$ cat config.mk
export PLATFORM = sky130hd
export DESIGN_NAME = add_arbiter
export DESIGN_NICKNAME = d
export VERILOG_FILES = /design/src/rtl/add_arbiter.sv
export SDC_FILE = /design/constraint.sdc
export NUM_CORES = 1
export LEC_CHECK = 0
export CAP_MARGIN = 15
export CORE_ASPECT_RATIO = 0.9
export CORE_UTILIZATION = 48
export DETAILED_ROUTE_END_ITERATION = 8
export GPL_ROUTABILITY_DRIVEN = 1
export PLACE_DENSITY_LB_ADDON = 0.15
export SYNTH_ARGS = -nofsm -noshare
export SYNTH_HDL_FRONTEND = slang
export SYNTH_SLANG_ARGS = --single-unit
$ cat constraint.sdc
create_clock -name clk -period 4.6 [get_ports clk]
set_input_delay 1.38 -clock clk [delete_from_list [all_inputs] [get_ports clk]]
set_output_delay 1.38 -clock clk [all_outputs]
set_load 0.01 [all_outputs]
$ cat src/rtl/add_arbiter.sv
// Round-robin arbiter sharing one registered W-bit adder among N requesters.
// Optional signed-overflow output enabled by defining ADD_ARBITER_OVF_EN.
module add_arbiter #(
    parameter int W   = 32,
    parameter int N   = 4,
    parameter int IDW = 2
) (
    input  logic             clk,
    input  logic             rstn,
    input  logic [N-1:0]     req,
    input  logic [N*W-1:0]   in0_bus,
    input  logic [N*W-1:0]   in1_bus,
    output logic [N-1:0]     gnt,
    output logic             out_valid,
    input  logic             out_ready,
    output logic [IDW-1:0]   out_id,
    output logic [W-1:0]     out_data,
`ifdef ADD_ARBITER_OVF_EN
    output logic             out_ovf,
`endif
    output logic             busy
);

    typedef enum logic [1:0] {IDLE, CALC, HOLD} state_t;

    state_t         state_q;
    logic [IDW-1:0] ptr_q;
    logic [W-1:0]   opa_q;
    logic [W-1:0]   opb_q;
    logic [N-1:0]   gnt_q;
    logic           valid_q;
    logic [IDW-1:0] id_q;
    logic [W-1:0]   data_q;

    logic [W-1:0]   in0_arr [N];
    logic [W-1:0]   in1_arr [N];

    for (genvar gi = 0; gi < N; gi++) begin : g_unpack
        assign in0_arr[gi] = in0_bus[gi*W +: W];
        assign in1_arr[gi] = in1_bus[gi*W +: W];
    end

    // Search req starting at ptr_q and wrapping; first hit wins.
    logic           win_found_d;
    logic [IDW-1:0] win_idx_d;
    logic [IDW:0]   scan_idx;
    always_comb begin
        win_found_d = 1'b0;
        win_idx_d   = '0;
        scan_idx    = '0;
        for (int k = 0; k < N; k++) begin
            scan_idx = {1'b0, ptr_q} + (IDW+1)'(k);
            if (scan_idx >= (IDW+1)'(N)) begin
                scan_idx = scan_idx - (IDW+1)'(N);
            end
            if (!win_found_d && req[scan_idx[IDW-1:0]]) begin
                win_found_d = 1'b1;
                win_idx_d   = scan_idx[IDW-1:0];
            end
        end
    end

    logic [IDW-1:0] ptr_d;
    logic [N-1:0]   gnt_d;
    logic [W-1:0]   sum_d;
    assign ptr_d = (win_idx_d == IDW'(N-1)) ? '0 : win_idx_d + 1'b1;
    assign gnt_d = N'(1) << win_idx_d;
    assign sum_d = opa_q + opb_q;

`ifdef ADD_ARBITER_OVF_EN
    logic ovf_q;
    logic ovf_d;
    assign ovf_d = (opa_q[W-1] == opb_q[W-1]) && (sum_d[W-1] != opa_q[W-1]);
`endif

    always_ff @(posedge clk or negedge rstn) begin
        if (!rstn) begin
            state_q <= IDLE;
            ptr_q   <= '0;
            opa_q   <= '0;
            opb_q   <= '0;
            gnt_q   <= '0;
            valid_q <= 1'b0;
            id_q    <= '0;
            data_q  <= '0;
`ifdef ADD_ARBITER_OVF_EN
            ovf_q   <= 1'b0;
`endif
        end else begin
            case (state_q)
                IDLE: begin
                    if (win_found_d) begin
                        opa_q   <= in0_arr[win_idx_d];
                        opb_q   <= in1_arr[win_idx_d];
                        id_q    <= win_idx_d;
                        gnt_q   <= gnt_d;
                        ptr_q   <= ptr_d;
                        state_q <= CALC;
                    end
                end
                CALC: begin
                    gnt_q   <= '0;
                    data_q  <= sum_d;
`ifdef ADD_ARBITER_OVF_EN
                    ovf_q   <= ovf_d;
`endif
                    valid_q <= 1'b1;
                    state_q <= HOLD;
                end
                HOLD: begin
                    if (out_ready) begin
                        valid_q <= 1'b0;
                        state_q <= IDLE;
                    end
                end
                default: state_q <= IDLE;
            endcase
        end
    end

    assign gnt       = gnt_q;
    assign out_valid = valid_q;
    assign out_id    = id_q;
    assign out_data  = data_q;
    assign busy      = (state_q != IDLE);
`ifdef ADD_ARBITER_OVF_EN
    assign out_ovf   = ovf_q;
`endif

endmodule

# Yosys cells after proc, flatten, opt, wreduce, memory -nomap -nowiden
# Index checks and enable logic that the tools add are counted.
# totals
register_bits,107
in_bits,263
out_inout_bits,40
word_cells,81
# op_classes
addsub,9
magnitude_cmp,9
n_eq_ne,5
shift,1
muxes,34
bitwise,1
reduce_logical,14
# op_table
operator,count
binary-select mux 32 bit (select 2 bit),2
2-to-1 mux 32 bit,4
adder 32 bit,1
2-to-1 mux 2 bit,11
">= comparator 3 bit, second input constant",4
"< comparator 2 x 3 -> 1 bit, second input constant",4
2-to-1 mux 1 bit,9
binary-select mux 1 bit (select 2 bit),4
case mux 4 bit (2 select lines),1
AND reduction 2 bit,4
"subtractor 2 x 1 -> 2 bit, second input constant",4
"adder 2 x 2 -> 3 bit, second input constant",2
case mux 2 bit (3 select lines),1
nonzero test 2 bit,3
"equality test 2 bit, second input constant",2
2-to-1 mux 4 bit,1
"inequality test 2 bit, second input constant",2
"<< shifter 1 x 2 -> 4 bit, first input constant",1
"adder 2 x 1 -> 3 bit, second input constant",1
">= comparator 2 x 3 -> 1 bit, second input constant",1
logical AND 1 bit,3
zero test 1 bit,3
NOT 2 -> 3 bit,1
"adder 2 x 1 -> 2 bit, second input constant",1
other kinds (3),3

# Longest topological paths before layout
# logic_depth
word_depth,18
mapped_depth,10
mapped_depth_nobuf,9

# Worst setup path after synthesis
# No wires, ideal clock.
# synth_path
path_type,input to register
startpoint,input req[3]
endpoint,register ptr_q[1]
t_arrival_ns,2.756
path_slack_ns,1.718
cell_stages,8
path_cell_list,a2bb2oi_1 -> o221ai_1 -> nor2_1 -> clkbuf_1 -> clkbuf_1 -> ha_1 -> nand2_1 -> o21ai_0
# synth_via
elab_chain_len,14
elab_cells_between_ends,26
classes_between,add/sub (1); eq/ne (1); mux (17); reduce/logical (7)
# synth_rtl
element,line,rtl
"start, declared",10,"input logic [N-1:0] req,"
binary-select mux 1 bit (select 2 bit),56,if (!win_found_d && req[scan_idx[IDW-1:0]]) begin
2-to-1 mux 1 bit (implied by the code),56,
2-to-1 mux 1 bit,56,
zero test 1 bit,56,
logical AND 1 bit,56,
2-to-1 mux 1 bit,56,
zero test 1 bit,56,
logical AND 1 bit,56,
2-to-1 mux 1 bit,56,
zero test 1 bit,56,
logical AND 1 bit,56,
2-to-1 mux 2 bit (*),56,
named net win_idx_d[0],45,logic [IDW-1:0] win_idx_d;
adder 2 x 1 -> 2 bit / equality test 2 bit (equally long branches),66,assign ptr_d = (win_idx_d == IDW'(N-1)) ? '0 : win_idx_d + 1'b1;
2-to-1 mux 2 bit (*),66,
named net ptr_d[1],63,logic [IDW-1:0] ptr_d;
"end signal, assigned",97,ptr_q <= ptr_d;
"end, declared",27,logic [IDW-1:0] ptr_q;
# Mark *: on every way through the listed nets, which the timed path passes. The rest lies on a longest branch. The select of a mux whose other input is x is not followed.
# A chain may end at the register's enable or synchronous reset.

# Final worst setup path
# layout_path
startpoint,input req[0]
endpoint,register opb_q[19]
# layout_via
elab_chain_len,16
elab_cells_between_ends,27
classes_between,mux (19); bitwise (1); reduce/logical (7)
# layout_rtl
element,line,rtl
binary-select mux 1 bit (select 2 bit),56,
2-to-1 mux 1 bit (implied by the code),56,
2-to-1 mux 1 bit,56,
zero test 1 bit,56,
logical AND 1 bit,56,
2-to-1 mux 1 bit,56,
zero test 1 bit,56,
logical AND 1 bit,56,
2-to-1 mux 1 bit,56,
zero test 1 bit,56,
logical AND 1 bit,56,
2-to-1 mux 2 bit,56,
NOT 2 -> 3 bit (implied by the code),94,opb_q <= in1_arr[win_idx_d];
binary-select mux 32 bit (select 2 bit),94,
2-to-1 mux 32 bit (implied by the code) (2 in a row),94,
"end signal, assigned",94,
"end, declared",29,logic [W-1:0] opb_q;
# Several ways; a longest one is shown, not always the timed one. The select of a mux whose other input is x is not followed.

==> results.md <==
- Total count of hold-check failures in the final report: 0
- Worst slack at placement: 738 ps
- Top-area cell type share of the netlist area: 34.8%
- Resize count post-CTS: 0
- Final Slew Violations: 0
- Routed WL per cell: 15.6 um
- Pre-antenna DRT Iters: 5
- Path type of the worst setup path: in -> reg
- Layout cells sized above 1: 2.83%
- Crit path max-delay family: compound AO/OA/AOI/OAI gates
- Syn Area/Cell: 6.87 um2
- Number of flops mapped to enable cells by yosys: 0
- Status: completed
- Post-synth design cell area: 0.00769 mm2
- Slowest library cell on the worst path: clkdlybuf4s50_1
- Switching part of the total power: 48.4%
- Count of different cell masters after synthesis: 57
- Final setup vio count: 0
- Leakage power: 5.06 nW
- Vias in the first global route: 7748
- Tightest Pin Transition: 919 ps
- Flop and latch count out of synthesis: 107
- Count of buffering cells on the critical path with inverters included: 3
- Core Box Area: 0.0155 mm2
- Total track usage: 30.7%
- Port Buf Inserts: 302
- Proportion of power drawn by combinational gates: 66.4%
- Antenna cell count: 0
- Warnings, synthesis: 0
- Synth Net Count: 1418
- Final Core Density: 71.5%
- Relative slew slack: 38.7%
- Post-synthesis to final-layout area growth: 44.6%
- Die width: 135 um
- Number of standard cells after synthesis: 1119
- Number of remaining DRC errors: 0
- Tcrit/Tclk final: 76.5%
- Fmax: 0.284 GHz
- First-iteration detailed-routing DRC count: 687
- Initial core utilization: 49.4%
- CTS buffer count: 9
- Post-CTS Repair Setup Buffers: 0
- Hold buffers post-CTS: 0
- Routed Wire Length: 24700 um
- Net switching power: 0.00362 W
- Largest fanout on the critical path: 57
- Post-route setup TNS: 0 ps
- Sequential element share of the synthesized area: 34.8%
- Max VDD drop: 0.435 mV
- Chain of cells forming the critical path: clkdlybuf4s50_1 -> a21oi_1 -> o21a_1 -> o22a_4 -> inv_4 -> buf_12 -> nand2_1 -> nand2_1 -> o21ai_0 -> o21ai_0
- Nets@finish: 1672
- Die height: 122 um
- Site row count: 43
- Congestion Overflow GR: 0
- Final setup slack of the worst path: 1080 ps
- Detail Route Antenna Nets: 0
- Setup slack, reg-to-reg: 1790 ps
- Number of top-level pins: 303
- Clock latency reported for the late side of the worst-skew pair: 360 ps
- Initial antenna violation count: 0
- Clk Tree Root Cell: clkbuf_16
- Total via count after detailed routing: 8384
- Worst-case clock buffer depth: 2
- Worst hold slack: 476 ps
- Clock-pin slew reported for the worst setup and hold paths after clock tree synthesis: 70 ps
- Die footprint: 0.0165 mm2
- Setup crit end kind: flip-flop
- Worst EP required: 4830 ps
- Total Power: 0.00748 W
- Design internal power: 0.00386 W
- Largest net degree at the start of global routing: 93
- Synth async-reset ratio: 100%
- Leading area contributor after synthesis: dfrtp_1
- Final setup skew: 9.62 ps
- Kind of start point of the critical path: input port
- Routability congestion estimate: 0.901
- Pwr Density: 673 mW/mm2
- Clock net sink count: 107
- Hold crit path type: reg -> reg
- Detail Placement HPWL: 19500 um
- Clk network pwr share: 9.8%
- Fill cell instance count of the final layout: 1303
- Count of maximum capacitance violations: 0
- Final critical delay including setup and external delays: 3520 ps
- Vias per inst: 5.31
- Max H-tree Level: 3
- TritonCTS clock tree: done
- Setup repair after global routing missed its margin: false
- Sequential cell fraction of total power: 23.7%
- Synth top area cells: dfrtp_1 35%, nand2_1 22%, o21ai_0 11%
- Most instantiated flip-flop cell in the synthesis netlist: dfrtp_1
- Maximum cell stage delay along the critical path: 470 ps
- First-pass GRT wire length: 39000 um
- Signal arrival time at the worst endpoint: 3750 ps
## worst min-delay path, stage by stage, from the launching register on
cell,delay [ps]
dfrtp_1,340
nand2_1,40
o21ai_0,60
## power by group through the flow
stage | Sequential, W | Combinational, W | Clock (W)
after detailed placement | 0.00178 | 0.00492 | 0
after global placement | 0.00176 | 0.00486 | 0
final | 0.00178 | 0.00497 | 0.000736
after floorplan | 0.00174 | 0.00334 | 0
after CTS | 0.00177 | 0.00495 | 0.000749
after global routing | 0.00183 | 0.00559 | 0.000788
## synth_stat cells (3+ instances only)
library cell / instances
nor2b_1: 3
clkbuf_1: 53
a21oi_1: 41
dfrtp_1: 107
o21a_1: 11
a21oi_2: 3
o31ai_1: 3
nand2_1: 460
buf_2: 14
o21bai_1: 5
o211ai_1: 5
nor3_1: 6
mux2i_1: 3
ha_1: 35
o21ai_0: 162
or3_1: 4
a21o_1: 11
nand3_1: 77
xnor2_1: 14
xor2_1: 11
inv_1: 12
nor2_1: 26
o21ai_1: 4
nand4_1: 6
## path summary, 6_finish.rpt
path                                   start      endpoint  depth (start not counted)
worst min-delay path            out_data[24]  out_data[24]                          2
worst max register to register      opa_q[0]  out_data[24]                          9
worst max-delay path                  req[0]     opb_q[19]                         10
min in group asynchronous               rstn     out_valid                          1
worst min register to register  out_data[24]  out_data[24]                          2
max in group asynchronous               rstn     opa_q[28]                          2
## state kept, by name (all words and copies together) (netlist names)
name,flops
state_q,2
opa_q,32
out_valid,1
ptr_q,2
out_data,32
opb_q,32
out_id,2
gnt,4
## per-layer routing
metal	track usage (%)	wire (um)	vias up
met5	0	0	-
met4	9.41	504	0
met3	5.45	1530	32
met2	48.0	11400	287
met1	43.0	11300	3784
li1	-	-	4281
## cell type report
| cell class | instances | area [um2] | share of cell area (%) |
|---|---|---|---|
| inverters | 12 | 47.5 | 0.428 |
| clock inverters | 5 | 35.0 | 0.315 |
| well taps | 202 | 253 | 2.27 |
| repair buffers | 313 | 3170 | 28.5 |
| multi-input cells | 930 | 4700 | 42.2 |
| clock buffers | 11 | 243 | 2.18 |
| flip-flops and latches | 107 | 2680 | 24.1 |
## stage by stage
stage	cell area, um2	instances
2_1_floorplan	7690	1119
3_3_place_gp	10800	1564
3_5_place_dp	10800	1564
4_1_cts	11100	1580
5_1_grt	11100	1580
6_report	11100	1580
## logic make-up after synthesis
| kind of cell | Yosys count | synth area share (%) |
|---|---|---|
| AOI/OAI and AO/OA | 270 | 20.1 |
| xor gates and xnor gates | 25 | 2.85 |
| adders and majority gates | 36 | 5.96 |
| buffers and inverters | 82 | 4.35 |
| DFF | 107 | 34.8 |
| muxes | 3 | 0.391 |
| and+or+nand+nor | 596 | 31.5 |
## placed cells by master, fill, tap and decap left out, drive strengths merged, types with 2 or more instances in the layout
master           n
nor2b            3
dfrtp          107
clkinv           2
and3             2
clkdlybuf4s50  301
clkbuf          11
xor2            11
o31a             2
o21a            11
o211ai           5
a31o             2
ha              35
mux2i            3
a211o            2
inv             14
a31oi            2
a221o            2
o31ai            3
nor4             2
a221oi           2
and4             2
and2             2
or3              4
o21ai          166
nand3           77
nand4            6
a21o            11
nand2          460
a21oi           44
nor3             6
nor2            26
or2              2
o21bai           5
buf             12
o211a            2
xnor2           14
Note: power is estimated with default switching activity, not from simulation.
